$ cat config.mk
export PLATFORM = sky130hd
export DESIGN_NAME = seq_divider16
export DESIGN_NICKNAME = d
export VERILOG_FILES = /design/src/rtl/div_pkg.sv /design/src/rtl/div_step.sv /design/src/rtl/seq_divider16.sv
export SDC_FILE = /design/constraint.sdc
export NUM_CORES = 1
export LEC_CHECK = 0
export ABC_AREA = 1
export CELL_PAD_IN_SITES_DETAIL_PLACEMENT = 1
export CELL_PAD_IN_SITES_GLOBAL_PLACEMENT = 2
export CORE_MARGIN = 2
export CORE_UTILIZATION = 30
export DETAILED_ROUTE_END_ITERATION = 12
export HOLD_SLACK_MARGIN = 0.06
export PLACE_DENSITY = 0.83
export SLEW_MARGIN = 20
export SYNTH_ARGS = -nofsm -noshare
export SYNTH_HDL_FRONTEND = slang
export SYNTH_HIERARCHICAL = 1
export SYNTH_SLANG_ARGS = --single-unit
$ cat constraint.sdc
create_clock -name clk -period 2.4 [get_ports clk]
set_clock_uncertainty 0.1 [all_clocks]
set_input_delay 0.72 -clock clk [delete_from_list [all_inputs] [get_ports clk]]
set_output_delay 0.72 -clock clk [all_outputs]
set_load 0.05 [all_outputs]
$ cat src/rtl/div_pkg.sv
// rtl/div_pkg.sv - shared width, state and result-flag types for the sequential divider
package div_pkg;

    localparam int DEFAULT_WIDTH = 16;

`ifdef SEQ_DIVIDER16_SIGNED_EN
    typedef enum logic [1:0] {IDLE, RUN, DONE, FIXUP} state_e;
`else
    typedef enum logic [1:0] {IDLE, RUN, DONE} state_e;
`endif

    typedef struct packed {
        logic div_by_zero;
        logic overflow;
    } flags_t;

endpackage

$ cat src/rtl/div_step.sv
// rtl/div_step.sv - one combinational restoring-division iteration
module div_step #(
    parameter int W = 16
) (
    input  logic [W-1:0] rem_i,
    input  logic         bit_i,
    input  logic [W-1:0] divisor_i,
    output logic [W-1:0] rem_o,
    output logic         qbit_o
);

    // W+1 bits so the bit shifted out of the partial remainder takes part in the compare
    logic [W:0] trial;

    assign trial  = {rem_i, bit_i};
    assign qbit_o = (trial >= {1'b0, divisor_i});
    // rem_i < divisor_i keeps the difference inside W bits
    assign rem_o  = qbit_o ? (trial[W-1:0] - divisor_i) : trial[W-1:0];

endmodule

$ cat src/rtl/seq_divider16.sv
// rtl/seq_divider16.sv - radix-2 restoring divider, 2W/W -> W quotient and remainder
// Optional two's-complement operands under SEQ_DIVIDER16_SIGNED_EN (adds one fixup cycle).
module seq_divider16
    import div_pkg::*;
#(
    parameter int WIDTH = DEFAULT_WIDTH
) (
    input  logic                 clk,
    input  logic                 rst_n,
    input  logic                 in_valid,
    output logic                 in_ready,
    input  logic [2*WIDTH-1:0]   dividend,
    input  logic [WIDTH-1:0]     divisor,
    output logic                 out_valid,
    input  logic                 out_ready,
    output logic [WIDTH-1:0]     quotient,
    output logic [WIDTH-1:0]     remainder,
    output logic                 div_by_zero,
    output logic                 overflow
);

    localparam int CW = $clog2(WIDTH);

    state_e             state_q;
    logic [WIDTH-1:0]   rem_q;
    logic [WIDTH-1:0]   shift_q;
    logic [WIDTH-1:0]   divisor_q;
    logic [CW-1:0]      cnt_q;
    logic [WIDTH-1:0]   quotient_q;
    logic [WIDTH-1:0]   remainder_q;
    flags_t             flags_q;
    logic               in_ready_q;
    logic               out_valid_q;

    logic [2*WIDTH-1:0] dd_mag;
    logic [WIDTH-1:0]   dv_mag;
    logic [WIDTH-1:0]   step_rem;
    logic               step_qbit;
    logic [WIDTH-1:0]   next_shift;

`ifdef SEQ_DIVIDER16_SIGNED_EN
    localparam logic [WIDTH-1:0] HALF = {1'b1, {(WIDTH-1){1'b0}}};
    logic neg_q;
    logic dd_neg_q;
    assign dd_mag = dividend[2*WIDTH-1] ? -dividend : dividend;
    assign dv_mag = divisor[WIDTH-1] ? -divisor : divisor;
`else
    assign dd_mag = dividend;
    assign dv_mag = divisor;
`endif

    div_step #(.W(WIDTH)) u_step (
        .rem_i     (rem_q),
        .bit_i     (shift_q[WIDTH-1]),
        .divisor_i (divisor_q),
        .rem_o     (step_rem),
        .qbit_o    (step_qbit)
    );

    // dividend bits leave at the top while quotient bits enter at the bottom
    assign next_shift = {shift_q[WIDTH-2:0], step_qbit};

    always_ff @(posedge clk or negedge rst_n) begin
        if (!rst_n) begin
            state_q     <= IDLE;
            rem_q       <= '0;
            shift_q     <= '0;
            divisor_q   <= '0;
            cnt_q       <= '0;
            quotient_q  <= '0;
            remainder_q <= '0;
            flags_q     <= '0;
            in_ready_q  <= 1'b1;
            out_valid_q <= 1'b0;
`ifdef SEQ_DIVIDER16_SIGNED_EN
            neg_q       <= 1'b0;
            dd_neg_q    <= 1'b0;
`endif
        end else begin
            case (state_q)
                IDLE: begin
                    if (in_valid && in_ready_q) begin
                        in_ready_q <= 1'b0;
                        divisor_q  <= dv_mag;
                        cnt_q      <= '0;
`ifdef SEQ_DIVIDER16_SIGNED_EN
                        neg_q      <= dividend[2*WIDTH-1] ^ divisor[WIDTH-1];
                        dd_neg_q   <= dividend[2*WIDTH-1];
`endif
                        if (divisor == '0) begin
                            state_q     <= DONE;
                            flags_q     <= '{div_by_zero: 1'b1, overflow: 1'b0};
                            quotient_q  <= '1;
                            remainder_q <= dividend[WIDTH-1:0];
                        end else if (dd_mag[2*WIDTH-1:WIDTH] >= dv_mag) begin
                            state_q     <= DONE;
                            flags_q     <= '{div_by_zero: 1'b0, overflow: 1'b1};
                            quotient_q  <= '1;
                            remainder_q <= '0;
                        end else begin
                            state_q <= RUN;
                            rem_q   <= dd_mag[2*WIDTH-1:WIDTH];
                            shift_q <= dd_mag[WIDTH-1:0];
                        end
                    end
                end
                RUN: begin
                    rem_q   <= step_rem;
                    shift_q <= next_shift;
                    cnt_q   <= cnt_q + 1'b1;
                    if (cnt_q == CW'(WIDTH - 1)) begin
                        quotient_q  <= next_shift;
                        remainder_q <= step_rem;
`ifdef SEQ_DIVIDER16_SIGNED_EN
                        state_q     <= FIXUP;
`else
                        state_q     <= DONE;
`endif
                    end
                end
`ifdef SEQ_DIVIDER16_SIGNED_EN
                FIXUP: begin
                    state_q <= DONE;
                    if (neg_q ? (quotient_q > HALF) : (quotient_q > HALF - 1'b1)) begin
                        flags_q     <= '{div_by_zero: 1'b0, overflow: 1'b1};
                        quotient_q  <= '1;
                        remainder_q <= '0;
                    end else begin
                        quotient_q  <= neg_q ? -quotient_q : quotient_q;
                        remainder_q <= dd_neg_q ? -remainder_q : remainder_q;
                    end
                end
`endif
                DONE: begin
                    // out_valid trails the DONE entry by one edge; results are already stable
                    if (out_valid_q && out_ready) begin
                        state_q     <= IDLE;
                        out_valid_q <= 1'b0;
                        in_ready_q  <= 1'b1;
                        flags_q     <= '0;
                    end else begin
                        out_valid_q <= 1'b1;
                    end
                end
                default: state_q <= IDLE;
            endcase
        end
    end

    assign in_ready    = in_ready_q;
    assign out_valid   = out_valid_q;
    assign quotient    = quotient_q;
    assign remainder   = remainder_q;
    assign div_by_zero = flags_q.div_by_zero;
    assign overflow    = flags_q.overflow;

endmodule

; After elaboration in Yosys (flattened, before gate mapping)
; Cells that the tools add are included.
; W data, S select, Z words.
[word_totals]
register_bits = 90
word_cells = 72
[classes]
n_reduce_logical = 13
mux = 35
order_cmp = 2
add_sub_neg = 2
n_eq_ne = 9
[ops]
columns = operator, count
row1 = $mux W16, 15
row2 = $pmux W16 S2, 4
row3 = $ge A17 B16 Y1, 1
row4 = $ge A16 B16 Y1, 1
row5 = $logic_not A16 Y1, 1
row6 = $mux W2, 8
row7 = $sub A16 B16 Y16, 1
row8 = $reduce_and A4 Y1, 3
row9 = $ne A2 B2 Y1 const B, 5
row10 = $pmux W4 S2, 1
row11 = $pmux W2 S3, 1
row12 = $reduce_and A3 Y1, 2
row13 = $add A4 B1 Y4 const B, 1
row14 = $eq A4 B4 Y1 const B, 1
row15 = $mux W4, 1
row16 = $pmux W2 S2, 1
row17 = $reduce_and A2 Y1, 2
row18 = $reduce_bool A2 Y1, 2
row19 = $mux W1, 3
row20 = $ne A3 B3 Y1 const B, 1
row21 = $eq A2 B1 Y1 const B, 1
row22 = $eq A2 B2 Y1 const B, 1
row23 = $logic_and A1 B1 Y1, 2
row24 = $logic_not A2 Y1, 1
row25 = $pmux W1 S2, 1

; Depth between registers and ports, before layout
; Gate-level depths: netlist of run 1.
[depth]
word_depth = 5
mapped_depth = 18
depth_no_buf = 17

; Hierarchy
; Netlist of run 1, hierarchy kept.
[modules_own_cells]
columns = module, n_inst, seq_area_each_um2, area_per_inst_um2, cells_per_inst
row1 = seq_divider16, 1, 2253.4, 4728.3, 632
row2 = div_step, 1, 0.0, 1318.8, 269

; Worst setup path after synthesis of run 1
; Ideal clock, no wire load.
[synth_timing]
path_kind = input to register
startpoint = in divisor[15]
endpoint = reg quotient_q[0] (netlist: quotient[0])
n_path_buf = 1
setup_time_ns = 0.065
t_arrival_ns = 2.041
slack_ns = 0.194
stages = 11
cell_sequence = inv_1 -> ha_1 -> a21o_1 -> nor2_1 -> nand2_2 -> nor2_4 -> nand3_2 -> nand2_2 -> buf_6 -> nand2_1 -> nand2_1
[synth_via]
elab_chain_cells = 4
word_cells_on_any_way = 7
cone_classes = order compare: 1 / eq/ne: 1 / mux: 3 / reduce/logical: 2
[synth_lines]
columns = element, line
row1 = start: declaration, seq_divider16.sv:13  ; input logic [WIDTH-1:0] divisor,
row2 = "parallel branches: the longest is 4 deep, another holds $ge A16 B16 Y1", n/a
row3 = end signal: assignment, seq_divider16.sv:112  ; quotient_q <= next_shift;
row4 = end: declaration, seq_divider16.sv:29  ; logic [WIDTH-1:0] quotient_q;
; Several ways; the timed one is not identified. The select of a mux whose other input is x is not followed.
; A chain may end at the register's enable or synchronous reset.

; Final worst setup path of run 1
[layout_timing]
startpoint = reg remainder_q[3] (netlist: remainder[3])
endpoint = out remainder[3]
[layout_lines]
columns = element, line
row1 = start: declaration, seq_divider16.sv:30  ; logic [WIDTH-1:0] remainder_q;
row2 = start signal: assignment, seq_divider16.sv:94  ; remainder_q <= dividend[WIDTH-1:0];
row3 = start signal: assignment, seq_divider16.sv:113  ; remainder_q <= step_rem;
row4 = end: declaration, seq_divider16.sv:17  ; output logic [WIDTH-1:0] remainder,
; No word-level cell between the ends.

==> qor.txt, run 1 <==
status = finished, final reports clean
Avg Cell Area, Syn = 6.71 sq um
cell family with most CP delay = buffers and inverters
Root Driver = clkbuf_16
Hold Path Class = in2async
MaxCap Viol Count = 0
GR Overflow Total = 0
Worst Hold Slack = 0.194 ns
syn nets = 987
core area = 19600 sq um
DRT antenna net count = 0
post-route cell area = 9360 sq um
first-pass GRT wire length = 37.1 mm
Slew Viols, Final = 0
Cells after DPL = 1330
hold violation total from the final report = 0
nature of the critical path startpoint = flip-flop
Die W = 146 um
register bit total from synthesis = 90
Setup-failing EPs final = 0
Synth cell types = 34
share of post-route cells with drive strength above 1 = 28.4%
RSZ-0062 raised after global routing = yes
Tcrit/Tclk final = 99.0%
initial drt markers = 277
Seq/Total Area, Yosys = 37.3%
f_max = 0.421 GHz
Clk pin slew, worst setup/hold paths = 0.08 ns
CTS tree = yes
Starting Density = 30.9%
vias in the first global route = 6626
slowest stage delay, CP = 0.82 ns
crit path cell chain = clkdlybuf4s50_1
hpwl dp = 17.1 mm
Area Overhead vs Synth = 54.8%
via count = 6554
Vias/cell = 4.79
htree depth = 3
initial antenna violation count = 0
# diodes = 0
placed cell area = 7980 sq um
# IOs = 88
Routed WL = 23.9 mm
worst path bufs/invs = 1
die height = 146 um
non-filler cells, final = 1369
drt drc = 0
WS Path Type = reg2out
Slew @ Worst Pin = 0.535 ns
1st-pass router iterations = 5
Max-slew headroom = 64.3%
number of fillers in the final layout = 2437
clk sinks = 90
Post-Syn Area = 6050 sq um
Setup crit end kind = output pin
CP max-delay cell = clkdlybuf4s50_1
routability congestion estimate = 0.842
CP Data Required Time = 1.58 ns
Nets = 1185
post-layout min period = 2.38 ns
I/O Buffers = 87
die area = 21300 sq um
clk buf depth = 2
# rows = 51
pin count of the biggest net entering global routing = 45
mean routed wirelength per cell = 17.5 um
CP max FO = 2
critical path data arrival time = 1.56 ns
number of buffers created by CTS = 9
Mapped Cells = 901
Core Util, Final = 47.8%
Synthesis Warnings = 6
Worst-Skew Late Latency = 0.37 ns
gr usage total = 22.2%
[metal layers]
metal	global-route usage [%]	vias to the layer above	wire, um	part of all wire, %
met5	0	-	0	0
met4	7.82	0	741	3.1
met3	2.95	37	792	3.3
met2	37.2	117	11700	49
met1	29.6	3186	10700	45
li1	-	3214	-	-
[registers in the layout, summed over array words and instances, names as in the netlist, 2 cells and up]
register / flops
rem_q: 16
shift_q: 16
divisor_q: 16
remainder: 16
cnt_q: 4
quotient: 16
state_q: 2
[repair_timing]
item,4_1_cts,5_1_grt
pin swaps,12,49
gates resized for setup,95,131
buffers inserted,2,15
endpoints found under the setup margin,68,80
hold buffers,0,0
cloned,5,1
[path summary, 6_finish.rpt]
kind	slack (ns)	start	cells past startpoint	to
max	0.02	remainder[3]	1	remainder[3]
min	0.19	rst_n	1	div_by_zero
max reg2reg	0.06	rem_q[4]	14	remainder[11]
min reg2reg	0.38	remainder[9]	2	remainder[9]
max in group asynchronous	1.36	rst_n	2	shift_q[13]
min in group clk	0.38	remainder[9]	2	remainder[9]
[logic make-up (layout without fill, tap and decap cells)]
group,after synthesis,after routing,synth area share [%]
AND/OR/NAND/NOR,541,541,37.2
adder cells (fa/ha/maj),34,34,7.16
AO/OA/AOI/OAI,75,75,6.72
flip-flops,90,90,37.3
XOR/XNOR,6,6,0.869
buffers and inverters,155,358,10.8
[cell usage in the layout, fill, tap and decap left out, types with 14 or more instances in the layout]
cell type,count
nand2_2,25
nand3_1,79
dfrtp_1,87
dlygate4sd2_1,17
inv_1,78
nand2_1,347
ha_4,25
clkdlybuf4s50_1,38
buf_4,118
inv_2,40
o21ai_0,26
nor2_1,41
dlymetal6s2s_1,29
nor2_2,14
[through the flow]
step | setup TNS (ns) | setup slack, ns
after floorplan | 0 | 0.194
after global placement | -30.47 | -0.469
after detailed placement | -32.44 | -0.523
after CTS | 0 | 0.000548
after global routing | -0.890 | -0.0682
final | 0 | 0.0237
[synthesized netlist by cell type]
master | instances | area share (%)
o21ai_0 | 36 | 3.0
a21oi_1 | 19 | 1.6
nand4_1 | 6 | 0.62
nand3_1 | 87 | 7.2
nand3_4 | 1 | 0.29
ha_1 | 33 | 6.8
nor3_1 | 2 | 0.17
inv_1 | 118 | 7.3
buf_6 | 5 | 0.93
o21bai_1 | 1 | 0.12
dfstp_2 | 1 | 0.43
nor2_2 | 6 | 0.62
dfrtp_1 | 89 | 37
a21o_1 | 1 | 0.12
nor2_1 | 51 | 3.2
buf_2 | 14 | 1.2
nor2_4 | 1 | 0.19
a22o_1 | 1 | 0.14
nand2_1 | 372 | 23
inv_2 | 2 | 0.12
o21ai_1 | 1 | 0.083
o21a_1 | 2 | 0.25
clkbuf_1 | 11 | 0.68
nand3_2 | 4 | 0.66
buf_1 | 4 | 0.25
xor2_1 | 5 | 0.72
xnor2_1 | 1 | 0.14
or2_2 | 1 | 0.10
o22ai_1 | 14 | 1.4
nand3b_1 | 2 | 0.25
fa_1 | 1 | 0.33
and2_1 | 2 | 0.21
buf_12 | 1 | 0.33
nand2_2 | 6 | 0.62
[area by class of cell]
| type | instances | area (sq um) | share of cell area (%) |
|---|---|---|---|
| clock buffers | 9 | 225 | 2.41 |
| clock inverters | 7 | 81.3 | 0.869 |
| inverters | 120 | 458 | 4.89 |
| multi-input cells | 656 | 3830 | 40.9 |
| flip-flops and latches | 90 | 2260 | 24.1 |
| well taps | 265 | 332 | 3.54 |
| repair buffers | 222 | 2180 | 23.3 |
Power of run 1 is left out: the tool's default activity adds up to more than one toggle a clock period on the data nets, which glitch-free logic cannot reach.
==> run 2, diff against run 1 <==
CORE_MARGIN = 10   (was 2)
RECOVER_POWER = 50   (was unset)
==> run 2 against run 1 <==
Compared with the run above: global-route usage decreased by 4.3 points; wire length grew 2.8%; first-iteration DRC count grew 8.3%; die area up 23%; register-to-register slack is essentially flat; sequential cell count stayed put; utilization is 0.52 points lower; final area shrank 0.76%; count of clock-buffer cells in the layout unchanged; final cell count is the same; critical path depth did not move; sequential share of layout area up 0.23 points; largest cell class unchanged; highest routed layer unchanged.
==> qor.txt, run 2 (synthesis gave the netlist of run 1 again) <==
CTS tree = yes
Slew @ Worst Pin = 1.07 ns
post-route cell area = 9290 sq um
# diodes = 0
met3 Use GR = 2.17%
# IOs = 88
Starting Density = 30.8%
gr usage total = 18.0%
Clk pin slew, worst setup/hold paths = 0.08 ns
nature of the critical path startpoint = flip-flop
Vias/cell = 4.72
Die W = 162 um
Global Route met2 Usage = 31.6%
1st-pass router iterations = 4
routability congestion estimate = 0.856
via count = 6457
layer with the highest usage = met2
Routed WL = 24.6 mm
register-to-register path setup slack = 0.05 ns
Nets = 1185
Core Util, Final = 47.3%
I/O Buffers = 87
hold violation total from the final report = 0
initial drt markers = 300
critical path data arrival time = 1.54 ns
number of fillers in the final layout = 2448
pin count of the biggest net entering global routing = 85
worst path bufs/invs = 1
Max-slew headroom = 28.6%
Setup crit end kind = output pin
Worst-Skew Late Latency = 0.36 ns
slowest stage delay, CP = 0.81 ns
routing usage on met1 = 22.2%
status = finished, final reports clean
mean routed wirelength per cell = 18.0 um
vias in the first global route = 6851
# rows = 51
Pwr Density = 1760 nW/um^2
GR Overflow Total = 0
Tcrit/Tclk final = 98.3%
drt drc = 0
CP Data Required Time = 1.58 ns
clk buf depth = 2
initial antenna violation count = 0
core area = 19700 sq um
Root Driver = clkbuf_16
most frequent cells in the layout = 328 x nand2_1, 121 x buf_4, 84 x dfrtp_1, 81 x inv_1, 79 x nand3_1
hold path cells = 2
die area = 26200 sq um
f_max = 0.424 GHz
Hold Path Class = reg2reg
Slew Viols, Final = 0
WS Path Type = reg2out
r2r worst-path depth = 17
post-layout min period = 2.36 ns
final setup margin = 0.0400 ns
share of post-route cells with drive strength above 1 = 29.8%
Stages on worst setup path = 1
CP max FO = 2
LEAKAGE = 5.13 nW
htree depth = 3
number of buffers created by CTS = 9
first-pass GRT wire length = 37.4 mm
dpl ws = -0.638 ns
MaxCap Viol Count = 0
clk sinks = 90
cell family with most CP delay = buffers and inverters
Area Overhead vs Synth = 53.7%
Setup-failing EPs final = 0
placed cell area = 7970 sq um
Worst Hold Slack = 0.372 ns
most common cell after layout, fill and taps aside = nand2_1
RSZ-0062 raised after global routing = yes
DRT antenna net count = 0
VDD IR max = 599 uV
die height = 162 um
hpwl dp = 18.0 mm
crit path cell chain = clkdlybuf4s50_1
CP max-delay cell = clkdlybuf4s50_1
-- run 2: metrics by stage --
stage | power (mW) | TNS [ns] | std cells
after floorplan | 8.51 | 0 | 901
after global placement | 12.4 | -33.82 | 1330
after detailed placement | 12.6 | -37.81 | 1330
after CTS | 14.9 | -0.0366 | 1354
after global routing | 17.6 | -0.654 | 1369
final | 16.3 | 0 | 1369
-- run 2: routing by layer --
metal	wire length [um]	vias to the layer above
met5	0	-
met4	493	0
met3	737	23
met2	12700	95
met1	10700	3128
li1	-	3211
-- run 2: where the power goes --
group	total [mW]	internal (mW)	switching [mW]	leakage (nW)
Clock	1.50	0.748	0.751	0.149
Combinational	12.0	4.91	7.08	3.86
Sequential	2.84	2.26	0.580	1.12
Total	16.3	7.92	8.41	5.13
-- run 2: final timing paths --
check | start | end
max | quotient[4] | quotient[4]
min reg2reg | div_by_zero | div_by_zero
min | div_by_zero | div_by_zero
min in group asynchronous | rst_n | divisor_q[3]
max reg2reg | rem_q[13] | remainder[2]
max in group asynchronous | rst_n | rem_q[6]
-- run 2: final cells by class --
class                           count  area [sq um]  share of cell area [%]
Sequential cell                    90          2260                    24.3
Timing Repair Buffer              222          2120                    22.8
Tap cell                          265           332                    3.57
Multi-Input combinational cell    656          3820                    41.2
Clock inverter                      7          76.3                   0.821
Inverter                          120           455                    4.90
Clock buffer                        9           225                    2.42
-- run 2: what timing repair did --
item,CTS,global route
buffers inserted,7,13
hold buffers,0,0
pin swaps,18,63
resized for setup,77,156
gates cloned,1,3
setup endpoints to repair,67,79
Note: power is estimated with default switching activity, not from simulation.
==> run 3, diff against run 2 <==
CORE_UTILIZATION = 31   (was 30)
PLACE_DENSITY = 0.84   (was 0.83)
SYNTH_HIERARCHICAL = unset   (was 1)
==> run 3 against run 2 <==
Compared with the run above: sequential share of layout area grew 1.2 points; power shrank 17%; count of clock-buffer cells in the layout is the same; sequential cell count is the same; via count shrank 2.4%; global-route usage is essentially flat; worst setup slack is essentially flat; first-iteration DRC count shrank 0.67%; utilization shrank 0.46 points; largest power group unchanged.
==> qor.txt, run 3 <==
Post-Synth Simple-Gate Area = 38.8%
# rows = 50
number of buffers created by CTS = 9
largest cells by area after synthesis = dfrtp_1 37%, nand2_1 24%, ha_1 6.9%
Die W = 159 um
clk sinks = 90
Vias/cell = 4.83
CP max-delay cell = clkdlybuf4s50_1
post-layout min period = 2.36 ns
Synthesis Warnings = 0
GR Overflow Total = 0
Nets = 1125
placed cell area = 7780 sq um
share of the synthesized area in the top cell type = 37.0%
Synth cell types = 42
gr usage total = 18.0%
mean routed wirelength per cell = 18.7 um
die height = 159 um
CP Data Required Time = 1.58 ns
initial antenna violation count = 0
most common cell in the synthesized netlist = nand2_1
crit path cell chain = clkdlybuf4s50_1
CP max FO = 2
most common cell after layout, fill and taps aside = nand2_1
Synth Area in Compound Gates = 5.81%
Slew Viols, Final = 0
Max-slew headroom = 32.2%
# IOs = 88
Sw Ratio = 51.6%
async set or reset register ratio after synthesis = 100%
non-filler cells, final = 1304
Combinational Power Share = 68.6%
MaxCap Viol Count = 0
htree depth = 3
FF/Latch Area = 2250 sq um
DRT antenna net count = 0
post-route cell area = 8840 sq um
register bit total from synthesis = 90
1st-pass router iterations = 4
Post-synth top cells = 378 x nand2_1, 103 x inv_1, 89 x dfrtp_1, 73 x nand3_1, 35 x o21ai_0
CTS tree = yes
footprint of the multi-input gates = 3740 sq um
pin count of the biggest net entering global routing = 39
most frequent cells in the layout = 342 x nand2_1, 95 x buf_4, 88 x dfrtp_1, 86 x inv_1, 65 x nand3_1
VDD IR max = 565 uV
critical path data arrival time = 1.54 ns
Worst-Skew Late Latency = 0.36 ns
Clock power frac = 10.9%
sequential share of power = 20.5%
share of post-route cells with drive strength above 1 = 27.9%
cell family with most CP delay = buffers and inverters
Cells after DPL = 1263
Post-Syn Area = 6010 sq um
Mapped Cells = 862
area share of fa/ha/maj cells after synthesis = 7.20%
first-pass GRT wire length = 36.7 mm
Setup crit end kind = output pin
f_max = 0.424 GHz
initial drt markers = 298
dpl ws = -0.697 ns
post-synthesis mux area share = 0.166%
Slew @ Worst Pin = 1.02 ns
syn nets = 948
main combinational cell family by area after synthesis = simple AND/OR/NAND/NOR gates
# diodes = 0
Tcrit/Tclk final = 98.3%
Setup-failing EPs final = 0
I/O Buffers = 87
Starting Density = 31.8%
routability congestion estimate = 0.816
final setup margin = 0.0403 ns
Synth Area in XOR/XNOR = 1.02%
core area = 18900 sq um
vias in the first global route = 6590
die area = 25400 sq um
number of synthesized flops with an enable pin = 0
Root Driver = clkbuf_16
nature of the critical path startpoint = flip-flop
Avg Cell Area, Syn = 6.97 sq um
Clk pin slew, worst setup/hold paths = 0.08 ns
Internal = 6.57 mW
drt drc = 0
Routed WL = 24.4 mm
clk buf depth = 2
via count = 6300
setup TNS = 0 ns
RSZ-0062 raised after global routing = yes
Pwr Density = 1540 nW/um^2
top_reg_cell synth = dfrtp_1
Hold Path Class = in2async
WS Path Type = reg2out
slowest stage delay, CP = 0.81 ns
Yosys top cell by area = dfrtp_1
hpwl dp = 17.3 mm
worst path bufs/invs = 1
LEAKAGE = 4.79 nW
hold violation total from the final report = 0
net load switching power = 7.01 mW
Seq/Total Area, Yosys = 37.5%
cts hold-fix bufs = 0
status = finished, final reports clean
Area Overhead vs Synth = 47.1%
number of fillers in the final layout = 2373
==> run 3: cell types whose count changed in the layout (fill, tap and decap cells not counted), sizes merged, moves of 4 or more <==
cell	before	now
clkdlybuf4s50	35	31
clkbuf	15	41
nor2	58	31
dlymetal6s2s	35	15
buf	138	113
inv	125	111
dlygate4sd2	8	3
nand3	92	85
nand4	6	27
o22ai	14	0
==> run 3: cell families after synthesis <==
group                      after synthesis
muxes                                    1
xor gates and xnor gates                 7
and+or+nand+nor                        530
adders and majority gates               34
buffers and inverters                  139
DFF                                     90
AOI/OAI and AO/OA                       61
==> run 3: worst paths after layout <==
path	from	to	slack (ns)	cells after the start
worst max-delay path	quotient[0]	quotient[0]	0.04	1
worst min-delay path	rst_n	shift_q[3]	0.33	1
worst max register to register	rem_q[5]	remainder[14]	0.11	13
worst min register to register	quotient[4]	quotient[4]	0.38	2
max in group asynchronous	rst_n	rem_q[8]	0.34	2
min in group clk	quotient[4]	quotient[4]	0.38	2
==> run 3: metal layers <==
metal / GRT usage, % / vias up / part of all wire (%)
met2: 31.0 / 114 / 50
met5: 0 / - / 0
met3: 2.97 / 26 / 4.1
met1: 23.0 / 3085 / 44
li1: - / 3075 / -
met4: 4.09 / 0 / 1.7
==> run 3: layout make-up <==
| type | instances | share of cell area (%) |
|---|---|---|
| tap | 260 | 3.68 |
| clock buffer | 9 | 2.55 |
| inverter | 108 | 4.58 |
| clock inverter | 7 | 0.863 |
| sequential | 90 | 25.5 |
| multi-input combinational | 633 | 42.3 |
| timing repair buffer | 197 | 20.6 |
==> run 3: metrics by stage <==
step	hold WS [ns]	total power [mW]	util (%)
after floorplan	0.324	7.95	-
after global placement	0.362	10.9	41.2
after detailed placement	0.365	11.0	41.2
after CTS	0.217	13.0	45.1
after global routing	0.392	14.7	46.8
final	0.326	13.6	46.8
==> run 3: what timing repair did <==
action | 4_1_cts | 5_1_grt
gates resized for setup | 105 | 126
gates cloned | 3 | 6
pin swaps | 14 | 33
endpoints found under the setup margin | 68 | 79
setup buffers | 9 | 10
==> run 3: power groups by stage <==
stage | combinational [mW] | clock, mW | sequential, mW
3_5_place_dp | 8.28 | 0 | 2.74
6_report | 9.32 | 1.49 | 2.78
2_1_floorplan | 4.42 | 0 | 3.53
5_1_grt | 10.2 | 1.59 | 2.87
4_1_cts | 8.72 | 1.52 | 2.73
3_3_place_gp | 8.14 | 0 | 2.72
